### src/rtl/bram_cnt_pkg.sv
// Shared encodings and defaults for the coincidence-count BRAM sequencer.
// Latency: n/a (types and constants only).
// Backpressure: n/a.
package bram_cnt_pkg;

  localparam int ADDR_W_DEF = 7;
  localparam int DATA_W_DEF = 32;

  typedef enum logic [2:0] {
    ST_IDLE     = 3'd0,
    ST_ACC_RD   = 3'd1,
    ST_ACC_WB   = 3'd2,
    ST_HOST_RD  = 3'd3,
    ST_HOST_RSP = 3'd4,
    ST_HOST_WR  = 3'd5,
    ST_CLEAR    = 3'd6
  } state_t;

  localparam logic [1:0] GRANT_ACC  = 2'b01;
  localparam logic [1:0] GRANT_HOST = 2'b10;

endpackage

### src/rtl/bram_rr_arb2.sv
// Two-requester round-robin arbiter (req[0]=acc, req[1]=host), one-hot grant.
// Latency: grant is combinational from req; history updates on advance.
// Backpressure: grant is only honoured when adv is high; otherwise history is held.
module bram_rr_arb2 (
  input  logic       clk,
  input  logic       rst,
  input  logic [1:0] req,
  input  logic       adv,
  output logic [1:0] grant
);
  import bram_cnt_pkg::*;

  logic [1:0] last_grant;

  always_comb begin
    grant = 2'b00;
    case (req)
      2'b01:   grant = GRANT_ACC;
      2'b10:   grant = GRANT_HOST;
      2'b11:   grant = (last_grant == GRANT_ACC) ? GRANT_HOST : GRANT_ACC;
      default: grant = 2'b00;
    endcase
  end

  // Host counts as the previous winner out of reset so acc takes the first tie.
  always_ff @(posedge clk or posedge rst) begin
    if (rst) begin
      last_grant <= GRANT_HOST;
    end else if (adv && (req != 2'b00)) begin
      last_grant <= grant;
    end
  end

endmodule

### src/rtl/bram_count_arbiter.sv
// Serialises accumulate RMW, host read/write and clear sweep onto one BRAM port; BRAM_CNT_SAT_EN enables saturating increments.
// Latency: acc accept->write-back 2 cycles, host read accept->rvalid 3, host write 1, clear DEPTH cycles.
// Backpressure: acc_ready/host_ready only in IDLE with no clear pending; requesters hold valid until ready.
module bram_count_arbiter #(
  parameter int ADDR_W = bram_cnt_pkg::ADDR_W_DEF,
  parameter int DATA_W = bram_cnt_pkg::DATA_W_DEF
) (
  input  logic              clk,
  input  logic              rst,
  input  logic              acc_valid,
  input  logic [ADDR_W-1:0] acc_addr,
  output logic              acc_ready,
  input  logic              host_valid,
  input  logic              host_we,
  input  logic [ADDR_W-1:0] host_addr,
  input  logic [DATA_W-1:0] host_wdata,
  output logic              host_ready,
  output logic              host_rvalid,
  output logic [DATA_W-1:0] host_rdata,
  input  logic              clr_start,
  output logic              clr_busy,
  output logic              sat_flag,
  output logic              bram_en,
  output logic              bram_we,
  output logic [ADDR_W-1:0] bram_addr,
  output logic [DATA_W-1:0] bram_din,
  input  logic [DATA_W-1:0] bram_dout
);
  import bram_cnt_pkg::*;

  localparam int DEPTH = 2 ** ADDR_W;

  state_t            state, state_nxt;
  logic              clr_pend;
  logic              clr_accept;
  logic              clr_last;
  logic              arb_adv;
  logic [1:0]        grant;
  logic [DATA_W-1:0] din_q;
  logic [DATA_W-1:0] acc_inc;

  assign clr_busy   = clr_pend | (state == ST_CLEAR);
  assign clr_accept = clr_start & ~clr_busy;
  assign clr_last   = (bram_addr == ADDR_W'(DEPTH - 1));
  assign arb_adv    = (state == ST_IDLE) & ~clr_pend;

  bram_rr_arb2 u_arb (
    .clk   (clk),
    .rst   (rst),
    .req   ({host_valid, acc_valid}),
    .adv   (arb_adv),
    .grant (grant)
  );

`ifdef BRAM_CNT_SAT_EN
  logic sat_q;
  logic sat_hit;

  assign sat_hit  = &bram_dout;
  assign acc_inc  = sat_hit ? bram_dout : bram_dout + DATA_W'(1);
  assign sat_flag = sat_q;

  always_ff @(posedge clk or posedge rst) begin
    if (rst) begin
      sat_q <= 1'b0;
    end else if ((state == ST_ACC_WB) && sat_hit) begin
      sat_q <= 1'b1;
    end else if (clr_accept) begin
      sat_q <= 1'b0;
    end
  end
`else
  assign acc_inc  = bram_dout + DATA_W'(1);
  assign sat_flag = 1'b0;
`endif

  always_ff @(posedge clk or posedge rst) begin
    if (rst) begin
      state <= ST_IDLE;
    end else begin
      state <= state_nxt;
    end
  end

  always_comb begin
    state_nxt  = state;
    acc_ready  = 1'b0;
    host_ready = 1'b0;
    case (state)
      ST_IDLE: begin
        if (clr_pend) begin
          state_nxt = ST_CLEAR;
        end else if (grant == GRANT_ACC) begin
          acc_ready = 1'b1;
          state_nxt = ST_ACC_RD;
        end else if (grant == GRANT_HOST) begin
          host_ready = 1'b1;
          state_nxt  = host_we ? ST_HOST_WR : ST_HOST_RD;
        end
      end
      ST_ACC_RD:   state_nxt = ST_ACC_WB;
      ST_ACC_WB:   state_nxt = ST_IDLE;
      ST_HOST_RD:  state_nxt = ST_HOST_RSP;
      ST_HOST_RSP: state_nxt = ST_IDLE;
      ST_HOST_WR:  state_nxt = ST_IDLE;
      ST_CLEAR:    state_nxt = clr_last ? ST_IDLE : ST_CLEAR;
      default:     state_nxt = ST_IDLE;
    endcase
  end

  // A start arriving while a clear is already pending or running is dropped.
  always_ff @(posedge clk or posedge rst) begin
    if (rst) begin
      clr_pend <= 1'b0;
    end else if ((state == ST_IDLE) && clr_pend) begin
      clr_pend <= 1'b0;
    end else if (clr_accept) begin
      clr_pend <= 1'b1;
    end
  end

  // Port controls are registered from the next state so they line up with the
  // state that owns the cycle; address and data hold when the port is idle.
  always_ff @(posedge clk or posedge rst) begin
    if (rst) begin
      bram_en   <= 1'b0;
      bram_we   <= 1'b0;
      bram_addr <= '0;
      din_q     <= '0;
    end else begin
      if (state == ST_ACC_WB) begin
        din_q <= acc_inc;
      end
      case (state_nxt)
        ST_ACC_RD: begin
          bram_en   <= 1'b1;
          bram_we   <= 1'b0;
          bram_addr <= acc_addr;
        end
        ST_ACC_WB: begin
          bram_en <= 1'b1;
          bram_we <= 1'b1;
        end
        ST_HOST_RD: begin
          bram_en   <= 1'b1;
          bram_we   <= 1'b0;
          bram_addr <= host_addr;
        end
        ST_HOST_WR: begin
          bram_en   <= 1'b1;
          bram_we   <= 1'b1;
          bram_addr <= host_addr;
          din_q     <= host_wdata;
        end
        ST_CLEAR: begin
          bram_en   <= 1'b1;
          bram_we   <= 1'b1;
          bram_addr <= (state == ST_CLEAR) ? bram_addr + ADDR_W'(1) : '0;
          din_q     <= '0;
        end
        default: begin
          bram_en <= 1'b0;
          bram_we <= 1'b0;
        end
      endcase
    end
  end

  // Write-back data comes straight off the BRAM read port during ACC_WB.
  assign bram_din = (state == ST_ACC_WB) ? acc_inc : din_q;

  always_ff @(posedge clk or posedge rst) begin
    if (rst) begin
      host_rvalid <= 1'b0;
      host_rdata  <= '0;
    end else begin
      host_rvalid <= (state == ST_HOST_RSP);
      if (state == ST_HOST_RSP) begin
        host_rdata <= bram_dout;
      end
    end
  end

endmodule
### config.mk
export PLATFORM = sky130hd
export DESIGN_NAME = bram_count_arbiter
export DESIGN_NICKNAME = d
export VERILOG_FILES = /design/src/rtl/bram_cnt_pkg.sv /design/src/rtl/bram_rr_arb2.sv /design/src/rtl/bram_count_arbiter.sv
export SDC_FILE = /design/constraint.sdc
export NUM_CORES = 1
export LEC_CHECK = 0
export ABC_AREA = 1
export BUFFER_PORTS_ARGS = -buffer_cell sky130_fd_sc_hd__buf_2
export CAP_MARGIN = 20
export CORE_ASPECT_RATIO = 0.6
export CORE_MARGIN = 3
export CORE_UTILIZATION = 30
export DETAILED_ROUTE_END_ITERATION = 10
export GPL_TIMING_DRIVEN = 0
export PLACE_DENSITY = 0.56
export SYNTH_ARGS = -nofsm -noshare
export SYNTH_HDL_FRONTEND = slang
export SYNTH_HIERARCHICAL = 1
export SYNTH_SLANG_ARGS = --single-unit
### constraint.sdc
create_clock -name clk -period 3.3 [get_ports clk]
set_input_delay 0.33 -clock clk [delete_from_list [all_inputs] [get_ports clk]]
set_output_delay 0.33 -clock clk [all_outputs]
set_load 0.05 [all_outputs]
==> impl_results.md <==
* Status: complete, no violations
* Die Height at 103.4 um
* Final net count at 964
* Slowest cell on the critical path: clkbuf_1
* Critical path endpoint category: output pin
* Minimum clock period at 2.814 ns
* First-pass GRT wire length at 26,680 um
* Post-DP HPWL at 14,200 um
* Die X at 168.4 um
* Critical path cell sequence: nor3_2, clkbuf_1, nand3_1, nand2_1, buf_2
* Final GP Congestion at 0.9562
* Synthesis-to-layout area growth at 29.08%
* Worst-Margin Slew at 0.6639 ns
* Largest net degree at the start of global routing at 43
* Later-pin clock latency in the skew report at 0.34 ns
* CP required at 2.97 ns
* Initial Util at 0.3169
* Syn Nets at 792
* Total GRT Usage at 0.2034
* Worst path max stage delay at 0.55 ns
* Vias at 4,945
* Distinct cells, synth at 35
* Worst Skew at 0.005555 ns
* FF-to-FF path depth at 15
* DRT antenna net count at 0
* GR Overflow Total at 0
* Final period utilization at 0.8527
* Number of global-route vias before repair at 4,631
* Ys flop type: dfrtp_1
* Initial antenna violation count at 0
* Number of diodes at 0
* Io pins at 162
* CP Max Fanout at 10
* Setup WS pre-CTS at 0.7756 ns
* Power per cell area at 1158 nW/um^2
* CTS tree: yes
* Fmax at 0.3554 GHz
* Leakage at 3.410 nW
* Endpoints failing setup at 0
* Number of synthesized flops with an enable pin at 0
* Post-DR wirelength/cell at 16.12 um
* Drt first pass iters at 5
* Post-DR vias/cell at 4.579
* 1st-iter DRT viols at 395
* Crit path DAT at 2.48 ns
* R2R Path End: bram_addr[2]$_DFFE_PP0P_
* CP Class: register to output pin
* H-Tree Depth at 3
* Syn Std Cell Area at 4746 sq um
* Root Buffer Master: clkbuf_16
* Register area share after synthesis at 0.4221
* Synthesized area per cell at 6.722 sq um
* Deepest clock path buffer count at 2
* Rel. slew slack at 0.5574
* Reg2Reg Setup Slack at 1.15 ns
* MaxCap Viol Count at 0
* Die Area at 17,410 sq um
* Number of synthesized register bits at 80
* Post-DP Area at 5819 sq um
* RSZ-0062 raised after global routing: false
* Setup WS post-layout at 0.4859 ns
* Cells after Synth at 706
* Critical path origin: state[2]$_DFF_PP0_
* Number of placement rows at 34
* Final Hold Vio Count at 0
* Design Area, Final at 6126 sq um
* Clk sinks at 80
* Gates resized, CTS repair at 0
* Post-layout util at 0.4091
* Ys Warns at 6
* Layout cells sized above 1 at 0.2528
* Startpoint Class: register
* Crit path capture: bram_din[13]
* Final-report max-slew violation count at 0
* Num CTS Buffers at 9
* R2R Path Start: u_arb/last_grant[1]$_DFFE_PP1P_
* Non-filler instance count after layout at 1,080
* Peak supply drop at 0.5726 mV
* Clock Pin Slew Worst Setup and Hold Paths at 0.06 ns
* Remaining DRCs at 0
* Port bufs at 159
* Routed wire length at 17,410 um
* Worst Hold Class: input pin to register
* Async set-reset flop share out of synthesis at 1.000
* Core Box Area at 14,970 sq um
* Placed cells at 1,064
* Most frequent cells in the layout: nand2_1, buf_2, dfrtp_1
* Commonest non-fill, non-tap cell in the layout: nand2_1
## cell type report
type / count / area [sq um]
plain buffers: 20 / 116.4
clock inverters: 5 / 57.56
clock buffers: 10 / 239.0
fillers: 1672 / 8848
well taps: 198 / 247.7
multi-input cells: 547 / 2405
flip-flops and latches: 80 / 2003
inverters: 59 / 224.0
repair buffers: 161 / 833.3
## cell usage after synthesis, drive strengths merged, types with 3 or more instances
library cell / count / area (sq um)
nand2: 366 / 1414
dfrtp: 79 / 1977
nor2: 61 / 291.5
inv: 59 / 221.5
o21ai: 47 / 246.5
nand3: 40 / 200.2
buf: 11 / 82.57
clkbuf: 9 / 33.78
nand4: 6 / 37.54
xor2: 6 / 52.55
a21oi: 4 / 23.77
xnor2: 4 / 35.03
nor3: 3 / 20.02
## state kept, by name (all words and copies together) (netlist names)
register	cells
state	3
bram_addr	7
clr_pend	1
u_arb/last_grant	2
host_rvalid	1
bram_en	1
din_q	32
host_rdata	32
bram_we	1
## power breakdown
| group | leakage (nW) | total [mW] | internal (mW) | switching [mW] |
|---|---|---|---|---|
| clock | 0.137 | 1.01 | 0.601 | 0.414 |
| sequential | 1.00 | 1.68 | 1.45 | 0.235 |
| combinational | 2.27 | 4.40 | 0.999 | 3.40 |
## timing repair
| action | CTS | global route |
|---|---|---|
| setup buffers | 0 | 0 |
| hold endpoints to repair | 1 | 0 |
| hold buffers | 1 | 0 |
## cells by family (layout without fill, tap and decap cells)
family	Yosys count	in the layout	synth area share
fa+ha+maj	2	2	0.005272
compound gates	55	55	0.06328
flops	80	80	0.4221
other cells	1	1	0.0007902
buf+inv	79	255	0.07118
xor+xnor	10	10	0.01845
simple gates	479	479	0.4189
## metrics by stage
| step | TNS, ns | total power, mW | hold slack [ns] |
|---|---|---|---|
| after floorplan | 0 | 4.968 | 0.07046 |
| after global placement | -14.11 | 6.074 | 0.2042 |
| after detailed placement | 0 | 6.106 | 0.2262 |
| after CTS | 0 | 7.137 | 0.1800 |
| after global routing | 0 | 7.587 | 0.1908 |
| final | 0 | 7.096 | 0.1908 |
## worst max-delay path, delay by kind of cell, from the launching register on
family,cells,cell delay [ns]
and+or+nand+nor,3,0.86
buffers and inverters,2,0.83
DFF,1,0.45
## per-layer routing
layer / part of all wire / GRT usage / vias to the layer above
li1: - / - / 2521
met1: 0.55 / 0.3380 / 2199
met4: 0.014 / 0.04903 / 0
met2: 0.34 / 0.2538 / 209
met5: 0 / 0 / -
met3: 0.090 / 0.04596 / 16
## how the worst min path moves through the flow
stage	start	endpoint	slack (ns)	cells past startpoint
after floorplan	rst	u_arb/last_grant[0]$_DFFE_PP0P_	0.07	1
after detailed placement	rst	u_arb/last_grant[0]$_DFFE_PP0P_	0.23	2
after CTS	host_wdata[4]	din_q[4]$_DFF_PP0_	0.18	3
after global placement	rst	u_arb/last_grant[0]$_DFFE_PP0P_	0.20	2
final	host_wdata[18]	din_q[18]$_DFF_PP0_	0.19	3
after global routing	host_wdata[0]	din_q[0]$_DFF_PP0_	0.19	3
Note: power is estimated with default switching activity, not from simulation.
